File: config.mk
export PLATFORM = sky130hd
export DESIGN_NAME = rgb2gray_frame_writer
export DESIGN_NICKNAME = d
export VERILOG_FILES = /design/src/rtl/rgb2gray_frame_writer.sv
export SDC_FILE = /design/constraint.sdc
export NUM_CORES = 1
export LEC_CHECK = 0
export BUFFER_PORTS_ARGS = -buffer_cell sky130_fd_sc_hd__buf_4
export CAP_MARGIN = 20
export CELL_PAD_IN_SITES_DETAIL_PLACEMENT = 1
export CELL_PAD_IN_SITES_GLOBAL_PLACEMENT = 1
export CORE_MARGIN = 2
export CORE_UTILIZATION = 49
export DETAILED_ROUTE_END_ITERATION = 7
export PLACE_DENSITY = 0.92
export RECOVER_POWER = 50
export SLEW_MARGIN = 15
export SYNTH_ARGS = -nofsm -noshare
export SYNTH_HDL_FRONTEND = slang
export SYNTH_SLANG_ARGS = --single-unit
File: constraint.sdc
create_clock -name clk -period 5.05 [get_ports clk]
set_input_delay 0.7575 -clock clk [delete_from_list [all_inputs] [get_ports clk]]
set_output_delay 0.7575 -clock clk [all_outputs]
set_load 0.02 [all_outputs]
File: src/rtl/rgb2gray_frame_writer.sv
// Converts a frame of RGB pixels to 8-bit-per-channel luma and writes each
// gray sample to a frame buffer, with end-of-frame handshake and status flags.
module rgb2gray_frame_writer #(
  parameter int DATA_WIDTH   = 8,
  parameter int TOTAL_PIXELS = 42240,
  parameter int ADDR_WIDTH   = 16
) (
  input  logic                    clk,
  input  logic                    reset,
  input  logic [3*DATA_WIDTH-1:0] rgb_data,
  input  logic                    pixel_done,
  input  logic                    frame_done,
  output logic                    mem_we,
  output logic [ADDR_WIDTH-1:0]   mem_addr,
  output logic [DATA_WIDTH-1:0]   mem_wdata,
  output logic                    frame_ready,
  output logic                    busy,
  output logic                    short_frame,
  output logic                    err_overrun
);

  localparam int PROD_W = DATA_WIDTH + 8;
  localparam logic [ADDR_WIDTH-1:0] LAST_ADDR = ADDR_WIDTH'(TOTAL_PIXELS - 1);

  typedef enum logic [1:0] {ST_IDLE, ST_RECV, ST_FLUSH, ST_DONE} state_t;

  state_t state, state_nx;

  logic [ADDR_WIDTH-1:0] wr_addr;
  logic                  flush_cnt;
  logic                  short_cand;
  logic                  accept;
  logic                  short_ld;
  logic                  short_val;
  logic                  err_set;

  logic [DATA_WIDTH-1:0] r_in, g_in, b_in;
  logic [PROD_W-1:0]     prod_r_p1, prod_g_p1, prod_b_p1;
  logic [ADDR_WIDTH-1:0] addr_p1;
  logic                  vld_p1;

  // Weights sum to 256, so the result always fits without saturation.
  function automatic logic [DATA_WIDTH-1:0] gray_from_products(
    input logic [PROD_W-1:0] pr,
    input logic [PROD_W-1:0] pg,
    input logic [PROD_W-1:0] pb
  );
    logic [PROD_W-1:0] sum;
    sum = pr + pg + pb;
    return DATA_WIDTH'(sum >> 8);
  endfunction

  assign r_in = rgb_data[3*DATA_WIDTH-1:2*DATA_WIDTH];
  assign g_in = rgb_data[2*DATA_WIDTH-1:DATA_WIDTH];
  assign b_in = rgb_data[DATA_WIDTH-1:0];

  always_ff @(posedge clk) begin
    if (reset) state <= ST_IDLE;
    else       state <= state_nx;
  end

  always_comb begin
    state_nx = state;
    case (state)
      ST_IDLE:  if (frame_done) state_nx = ST_FLUSH;
                else if (pixel_done) state_nx = ST_RECV;
      ST_RECV:  if (frame_done) state_nx = ST_FLUSH;
      ST_FLUSH: if (flush_cnt) state_nx = ST_DONE;
      ST_DONE:  state_nx = ST_IDLE;
      default:  state_nx = ST_IDLE;
    endcase
  end

  // frame_done always wins over a coincident pixel_done, which is then an error.
  always_comb begin
    busy        = (state != ST_IDLE);
    frame_ready = (state == ST_DONE);
    accept      = 1'b0;
    short_ld    = 1'b0;
    short_val   = 1'b0;
    err_set     = 1'b0;
    case (state)
      ST_IDLE: begin
        if (frame_done) begin
          short_ld  = 1'b1;
          short_val = 1'b1;
          err_set   = pixel_done;
        end else if (pixel_done) begin
          accept = 1'b1;
        end
      end
      ST_RECV: begin
        if (frame_done) begin
          short_ld  = 1'b1;
          err_set   = pixel_done;
          accept    = (wr_addr == LAST_ADDR);
          short_val = (wr_addr != LAST_ADDR);
        end else if (pixel_done) begin
          accept  = (wr_addr < LAST_ADDR);
          err_set = (wr_addr >= LAST_ADDR);
        end
      end
      default: err_set = pixel_done | frame_done;
    endcase
  end

  always_ff @(posedge clk) begin
    if (reset) begin
      wr_addr     <= '0;
      flush_cnt   <= 1'b0;
      short_cand  <= 1'b0;
      short_frame <= 1'b0;
      err_overrun <= 1'b0;
    end else begin
      if (state == ST_DONE) wr_addr <= '0;
      else if (accept)      wr_addr <= wr_addr + ADDR_WIDTH'(1);
      flush_cnt <= (state == ST_FLUSH) ? ~flush_cnt : 1'b0;
      if (short_ld)         short_cand  <= short_val;
      if (state == ST_DONE) short_frame <= short_cand;
      if (err_set)          err_overrun <= 1'b1;
    end
  end

  // ---- stage 1: products and write address ----
  always_ff @(posedge clk) begin
    if (accept) begin
      prod_r_p1 <= PROD_W'(r_in) * PROD_W'(77);
      prod_g_p1 <= PROD_W'(g_in) * PROD_W'(150);
      prod_b_p1 <= PROD_W'(b_in) * PROD_W'(29);
      addr_p1   <= wr_addr;
    end
  end

  // ---- stage 2: sum onto the memory write port ----
  always_ff @(posedge clk) begin
    if (reset) begin
      vld_p1    <= 1'b0;
      mem_we    <= 1'b0;
      mem_addr  <= '0;
      mem_wdata <= '0;
    end else begin
      vld_p1 <= accept;
      mem_we <= vld_p1;
      if (vld_p1) begin
        mem_addr  <= addr_p1;
        mem_wdata <= gray_from_products(prod_r_p1, prod_g_p1, prod_b_p1);
      end
    end
  end

endmodule

Word level (Yosys, flattened, before mapping)
Cells that the tools add are included.
- output and inout port bits: 29
- register bits: 107
- logic and storage cells: 57
- input bits: 28
- add/subtract/negate cells: 3
- equality and inequality tests: 8
- multipliers: 3
- magnitude comparators: 2
- muxes and demuxes: 18
- bitwise gates (word level): 3
- reduce and logical (&&, ||, !) cells: 6
- operator list (kind ; number):
    $mul 8x7->15 const B ; 2
    $add 15x16->16 ; 1
    $add 16x1->16 const B ; 1
    $add 16x13->16 ; 1
    $eq 16x16->1 const B ; 1
    $ge 16x16->1 const B ; 1
    $lt 16x16->1 const B ; 1
    $ne 16x16->1 const B ; 1
    $mul 8x5->13 const B ; 1
    $mux 1 ; 10
    $mux 2 ; 4
    $pmux 2 s4 ; 1
    $pmux 1 s2 ; 3
    $reduce_or 2->1 ; 3
    $eq 2x2->1 const B ; 2
    $ne 2x2->1 const B ; 2
    $ne 3x3->1 const B ; 1
    $reduce_and 3->1 ; 1
    $eq 2x1->1 const B ; 1
    $logic_not 2->1 ; 1
    $not 1->1 ; 2
    $reduce_bool 2->1 ; 1
    $or 1x1->1 ; 1

Longest topological paths before layout
Gate-level depths: netlist (run 1).
- word-level depth: 4
- mapped depth: 13
- depth with buffers taken out: 13

Worst setup path before layout (run 1)
Ideal clock, no wire load.
- path type: input port to flip-flop
- start point: input port rgb_data[12]
- end point: register prod_g_p1[13], data pin
- arrival time: 3.782 ns
- stages on the path: 12
- setup time: 0.257 ns
- data required time: 4.793 ns
- path buffers: 0
- slack: 1.012 ns
- cell sequence: ha_1 -> ha_1 -> inv_1 -> fa_1 -> fa_1 -> inv_1 -> ha_1 -> and2_1 -> a311o_1 -> a21o_1 -> a211o_1 -> xor2_1
- cells in the longest elaborated chain, start to end: 1
- ends and longest elaborated chain (element ; RTL line ; RTL):
    start: declaration ; 10 ; input logic [3*DATA_WIDTH-1:0] rgb_data,
    $mul 8x7->15 ; 128 ; prod_g_p1 <= PROD_W'(g_in) * PROD_W'(150);
    end signal: assignment ; 128 ;
    end: declaration ; 38 ; logic [PROD_W-1:0] prod_r_p1, prod_g_p1, prod_b_p1;
No other way between the ends.
A chain may end at the register's enable or synchronous reset.

Final worst setup path (run 1)
Same ends and word-level chain as after synthesis.

==> metrics.md, run 1 <==
| Metric | Value |
|---|---|
| Status | `finished with violations` |
| Failing checks | `capacitance limit, slew limit` |
| Minimum clock period | `4130 ps` |
| Synthesized instance count | `695` |
| Total negative slack | `0 ps` |
| Pint | `0.00226 W` |
| # placed instances | `925` |
| Crit Path Max Fanout | `4` |
| Netlist Area Pre-Place | `0.00742 mm^2` |
| Area contributors post-synth | `edfxtp_1 (24%), ha_1 (20%), dfxtp_1 (13%)` |
| I/O Pins | `57` |
| GP Congestion | `0.872` |
| Fin crit share | `81.8%` |
| Avg Vias per Cell | `5.81` |
| Initial Utilization | `50.7%` |
| Width of the die | `127 um` |
| Drt pass-1 iters | `6` |
| Max Fclk | `242 MHz` |
| Clock Skew | `16.6 ps` |
| Final cell count without fillers | `941` |
| Worst Path Buf+Inv | `3` |
| Seq pwr share | `32.2%` |
| Slowest cell on crit path | `fa_1` |
| Top_reg_cell synth | `edfxtp_1` |
| ANT nets after route | `0` |
| Nets | `936` |
| Antenna violations before repair | `0` |
| Drt total wl | `19200 um` |
| Switching pwr | `0.00165 W` |
| Die area | `0.0162 mm^2` |
| Post-CTS setup buffer count | `0` |
| Syn Nets | `879` |
| Commonest non-fill, non-tap cells in the layout | `ha_1 (118), inv_1 (95), edfxtp_1 (59)` |
| Post-Synthesis Mean Instance Area | `10.7 um^2` |
| Number of global-route vias before repair | `6045` |
| RSZ-0062 raised after global routing | `false` |
| Share of cells above drive strength 1 | `6.08%` |
| Sw frac | `42.3%` |
| Max-slew headroom | `-6.89%` |
| Yosys reg bits | `107` |
| Via count | `5471` |
| Worst IR drop on VDD | `0.255 mV` |
| Crit-path cells | `buf_4 -> ha_1 -> ha_1 -> inv_1 -> fa_1 -> fa_1 -> inv_1 -> ha_1 -> and2_1 -> a311o_1 -> a21o_1 -> a211o_1 -> xor2_1` |
| Final HPWL DP | `14000 um` |
| Most frequent cell on the critical path | `ha_1` |
| Reg-to-reg setup timing slack | `1300 ps` |
| ANT cells | `0` |
| H-tree depth | `3` |
| Synth unique cells | `53` |
| # resized after CTS | `0` |
| Clock-pin slew on the worst setup and hold paths | `70 ps` |
| Hold Path Class | `register to register` |
| Clk sinks | `107` |
| Bufs on Longest Clock Path | `2` |
| Max Cap Violations | `1` |
| DIE HEIGHT | `127 um` |
| Largest net degree at the start of global routing | `47` |
| First-pass GRT wire length | `31300 um` |
| Critical path data required time | `5160 ps` |
| Initial drt markers | `330` |
| Worst Max-Slew Pin Slew | `1600 ps` |
| Power density cells | `476 mW/mm^2` |
| # setup viols final | `0` |
| Synth-to-Final Area Change | `10.4%` |
| Final Hold Vio Count | `0` |
| Most common cell after layout, fill and taps aside | `ha_1` |
| Worst-Skew Late Latency | `370 ps` |
| DRC | `0` |
| Post-synth ARST share | `0%` |
| Number of synthesized flops with an enable pin | `59` |
| Tot GR Track Use | `24.8%` |
| LEAKAGE | `3.65 nW` |
| CTS tree | `built` |
| Setup crit end kind | `register` |
| Fill cells | `1601` |
| CP Launch Type | `input pin` |
| Logic pwr share | `48.8%` |
| Share of the synthesized area in the top cell type | `23.9%` |
| Clock power frac | `19.0%` |
| Top cell family by delay on the critical path | `adder cells` |
| Warnings from Yosys | `0` |
| Drt wl/cell | `20.4 um` |
| Core region area | `0.0146 mm^2` |
| Num CTS Buffers | `9` |
| Slew Limit Fails | `24` |
| PortBufs | `56` |
| Largest stage delay on the critical path | `520 ps` |
| Post-cts hold buffer count | `0` |
| Crit Path Class | `input pin to register` |
| Arr. time, crit path | `4240 ps` |
| Std-Cell Rows | `44` |
| Clk root buf | `clkbuf_16` |
| Area leader, netlist | `edfxtp_1` |
| Post-synthesis sequential area ratio | `36.8%` |
| Gr ovfl total | `0` |
-- power groups by stage --
stage / combinational (W) / clock [W] / sequential, W
floorplan: 0.00126 / 0 / 0.00127
global route: 0.00210 / 0.000774 / 0.00127
finish: 0.00191 / 0.000741 / 0.00126
CTS: 0.00193 / 0.000744 / 0.00126
detailed placement: 0.00183 / 0 / 0.00127
global placement: 0.00164 / 0 / 0.00125
-- state kept, by name, indices dropped and copies added, names as in the netlist --
name,flops
addr_p1,16
wr_addr,16
state,2
mem_addr,16
vld_p1,1
prod_b_p1,13
short_frame,1
prod_g_p1,15
mem_we,1
short_cand,1
flush_cnt,1
mem_wdata,8
err_overrun,1
prod_r_p1,15
-- path summary, 6_finish.rpt --
check,startpoint,end,cells past startpoint
max reg2reg,wr_addr[3],prod_g_p1[3],6
max,rgb_data[12],prod_g_p1[13],13
min,mem_wdata[3],mem_wdata[3],2
min reg2reg,mem_wdata[3],mem_wdata[3],2
-- final cells by class --
type | count | area (um^2) | share of cell area, %
Multi-Input combinational cell | 480 | 4270 | 52.1
Sequential cell | 107 | 2730 | 33.3
Inverter | 96 | 360 | 4.39
Timing Repair Buffer | 58 | 297 | 3.62
Tap cell | 184 | 230 | 2.81
Clock buffer | 9 | 225 | 2.75
Clock inverter | 7 | 82.6 | 1.01
-- Yosys cell counts, drive strengths merged, types with 4 or more instances --
cell type / count
a31oi: 5
a21oi: 27
edfxtp: 59
ha: 118
buf: 5
nor2b: 5
xnor2: 14
or3: 8
nand3: 11
or4: 8
o21a: 13
nand2: 31
dfxtp: 48
o31a: 7
mux2i: 22
and2: 5
a21o: 12
o21ai: 20
fa: 38
nor2: 49
nor4: 5
clkbuf: 7
inv: 96
a211oi: 5
or2: 4
o31ai: 6
and3: 6
xor2: 13
nor3: 11
-- metal layers --
metal / part of all wire, % / GRT usage (%) / up-vias
met2: 52 / 46.5 / 147
met5: 0 / 0 / -
met4: 3.6 / 9.50 / 0
li1: - / - / 2559
met1: 40 / 27.8 / 2710
met3: 3.7 / 4.65 / 55
-- worst min-delay path, cell delays in order, from the launching register on --
cell	delay [ps]
dfxtp_1	330
nand2_1	50
o31ai_1	50
-- metrics by stage --
step                      setup WS [ps]  util [%]  total power [W]  area [um^2]  hold slack, ps
after floorplan                    1010         -          0.00253         7420             445
after global placement              786      54.9          0.00289         8040             440
after detailed placement            700      54.9          0.00311         8040             456
after CTS                           935      57.0          0.00393         8350             473
after global routing                817      56.0          0.00415         8200             488
final                               919      56.0          0.00391         8200             461
-- logic make-up (layout without fill, tap and decap cells) --
kind of cell | after synthesis | in the layout | synth area share (%)
simple gates | 159 | 159 | 10.9
fa+ha+maj | 156 | 156 | 30.1
compound gates | 116 | 116 | 10.5
buf+inv | 108 | 170 | 5.56
flops | 107 | 107 | 36.8
xor+xnor | 27 | 27 | 3.19
mux | 22 | 22 | 2.97
Note: power is estimated with default switching activity, not from simulation.
==> inputs of run 2 (changes only) <==
--- a/config.mk
+++ b/config.mk
@@ -10,9 +10,9 @@
 export CELL_PAD_IN_SITES_DETAIL_PLACEMENT = 1
 export CELL_PAD_IN_SITES_GLOBAL_PLACEMENT = 1
 export CORE_MARGIN = 2
-export CORE_UTILIZATION = 49
+export CORE_UTILIZATION = 44
 export DETAILED_ROUTE_END_ITERATION = 7
-export PLACE_DENSITY = 0.92
+export PLACE_DENSITY = 0.88
 export RECOVER_POWER = 50
 export SLEW_MARGIN = 15
 export SYNTH_ARGS = -nofsm -noshare
==> constraint.sdc (replaced) <==
create_clock -name clk -period 3.45 [get_ports clk]
set_input_delay 0.5175 -clock clk [delete_from_list [all_inputs] [get_ports clk]]
set_output_delay 0.5175 -clock clk [all_outputs]
set_load 0.02 [all_outputs]
==> metrics.md, run 2 (synthesized netlist as in run 1, its figures left out) <==
| Metric | Value |
|---|---|
| # setup viols final | `0` |
| Clk sinks | `107` |
| Crit. Startpoint | `rgb_data[14]` |
| Fin crit share | `99.4%` |
| Top cell family by delay on the critical path | `adder cells` |
| Crit-path cells | `buf_8 -> ha_4 -> ha_4 -> inv_2 -> fa_1 -> fa_1 -> inv_2 -> ha_4 -> and2_4 -> a311o_1 -> a21o_1 -> a211o_1 -> xor2_1` |
| Worst Path Buf+Inv | `3` |
| Antenna violations before repair | `0` |
| Post-route setup slack | `21.2 ps` |
| Share of cells above drive strength 1 | `14.3%` |
| Largest net degree at the start of global routing | `52` |
| Core region area | `0.0165 mm^2` |
| Setup crit end kind | `register` |
| CP Launch Type | `input pin` |
| DIE HEIGHT | `134 um` |
| Width of the die | `134 um` |
| PortBufs | `56` |
| Max Fclk | `292 MHz` |
| Drt wl/cell | `18.8 um` |
| I/O Pins | `57` |
| FF-to-FF Start | `prod_r_p1[4]` |
| Tot GR Track Use | `21.9%` |
| Max Cap Violations | `0` |
| Power, Total | `0.00590 W` |
| H-tree depth | `3` |
| Via count | `5665` |
| Crit path depth | `13` |
| ANT nets after route | `0` |
| Critical path data required time | `3570 ps` |
| Largest stage delay on the critical path | `510 ps` |
| Status | `finished, final reports clean` |
| Slew Limit Fails | `0` |
| Bufs on Longest Clock Path | `2` |
| Avg Vias per Cell | `5.48` |
| Worst IR drop on VDD | `0.326 mV` |
| Commonest non-fill, non-tap cells in the layout | `ha_1 (111), inv_1 (94), buf_4 (71)` |
| Minimum clock period | `3430 ps` |
| Hold Path Class | `input pin to register` |
| Drt pass-1 iters | `4` |
| Max-slew headroom | `4.60%` |
| Worst slack, placed | `-331 ps` |
| Met3 WL | `730 um` |
| Gr ovfl total | `0` |
| Clock Skew | `14.3 ps` |
| First-pass GRT wire length | `30800 um` |
| RSZ-0062 raised after global routing | `true` |
| Worst R2R Path Depth | `10` |
| GP Congestion | `0.794` |
| Power density cells | `670 mW/mm^2` |
| Arr. time, crit path | `3550 ps` |
| Clk root buf | `clkbuf_16` |
| Drt total wl | `19400 um` |
| Initial drt markers | `263` |
| Worst Max-Slew Pin Slew | `1430 ps` |
| Top flop regs | `addr_p1: 16 flops, mem_addr: 16 flops, wr_addr: 16 flops` |
| Final HPWL DP | `14000 um` |
| Top sig layer | `met4` |
| Most common cell after layout, fill and taps aside | `ha_1` |
| LEAKAGE | `3.94 nW` |
| Num CTS Buffers | `9` |
| R2r endpoint | `mem_wdata[6]` |
| Slowest cell on crit path | `fa_1` |
| Nets | `993` |
| CTS tree | `built` |
| Crit Path Max Fanout | `4` |
| Initial Utilization | `44.9%` |
| Die area | `0.0179 mm^2` |
| ANT cells | `0` |
| Worst Setup EP | `prod_g_p1[13]` |
| WL met1 | `8100 um` |
| Routed wl met2 | `10100 um` |
| Final Hold Vio Count | `0` |
| Number of global-route vias before repair | `6064` |
| Most frequent cell on the critical path | `ha_4` |
| DRC | `0` |
| Worst-Skew Late Latency | `370 ps` |
| Post-cts hold buffer count | `0` |
| Fill cells | `1857` |
| Synth-to-Final Area Change | `18.6%` |
| Reg-to-reg setup timing slack | `280 ps` |
| Std-Cell Rows | `47` |
| Crit Path Class | `input pin to register` |
| Clock-pin slew on the worst setup and hold paths | `90 ps` |
==> run 2: metal layers <==
layer,global-route usage [%],vias to the layer above
met5,0,-
met4,7.09,0
met3,3.93,39
met2,39.9,136
met1,26.1,2815
li1,-,2675
==> run 2: final cells by class <==
| cell class | instances | area, um^2 | area share, % |
|---|---|---|---|
| clock buffers | 9 | 225 | 2.56 |
| clock inverters | 7 | 91.3 | 1.04 |
| flip-flops and latches | 107 | 2730 | 31.0 |
| repair buffers | 115 | 738 | 8.39 |
| well taps | 220 | 275 | 3.13 |
| multi-input cells | 480 | 4380 | 49.8 |
| inverters | 96 | 360 | 4.09 |
==> run 2: worst min-delay path by stage <==
| stage | start | end | slack, ps | cells past startpoint |
|---|---|---|---|---|
| after floorplan | wr_addr[7] | addr_p1[7] | 450 | 0 |
| after global placement | mem_wdata[3] | mem_wdata[3] | 450 | 2 |
| after detailed placement | mem_wdata[4] | mem_wdata[4] | 450 | 2 |
| after CTS | rgb_data[16] | prod_r_p1[0] | 370 | 1 |
| after global routing | pixel_done | err_overrun | 440 | 3 |
| final | pixel_done | err_overrun | 420 | 3 |
==> run 2: per-stage QoR <==
| step | hold WS [ps] | TNS, ps | utilization (%) | cells | cell area [um^2] |
|---|---|---|---|---|---|
| after detailed placement | 451 | -3300 | 51.7 | 1015 | 8540 |
| after global routing | 437 | -179 | 53.3 | 1034 | 8800 |
| after floorplan | 445 | -43.9 | - | 695 | 7460 |
| after global placement | 449 | -1880 | 51.7 | 1015 | 8540 |
| final | 415 | 0 | 53.3 | 1034 | 8800 |
| after CTS | 365 | 0 | 53.6 | 1031 | 8850 |
==> run 2: worst reg2reg max path, delay by kind of cell, from the launching register on <==
family	cells	cell delay [ps]
compound gates	5	1190
fa+ha+maj	2	810
simple gates	1	600
flops	1	380
buf+inv	2	130
==> run 2: timing repair <==
action	in CTS	in global routing
gates resized for setup	0	21
hold endpoints to repair	0	0
setup buffers	0	3
setup endpoints to repair	0	9
==> run 2: report_power, final <==
| group | total (W) | leakage (nW) | switching [W] | internal (W) |
|---|---|---|---|---|
| sequential | 0.00183 | 0.943 | 0.000138 | 0.00169 |
| combinational | 0.00299 | 2.85 | 0.00168 | 0.00131 |
| clock | 0.00109 | 0.152 | 0.000560 | 0.000526 |
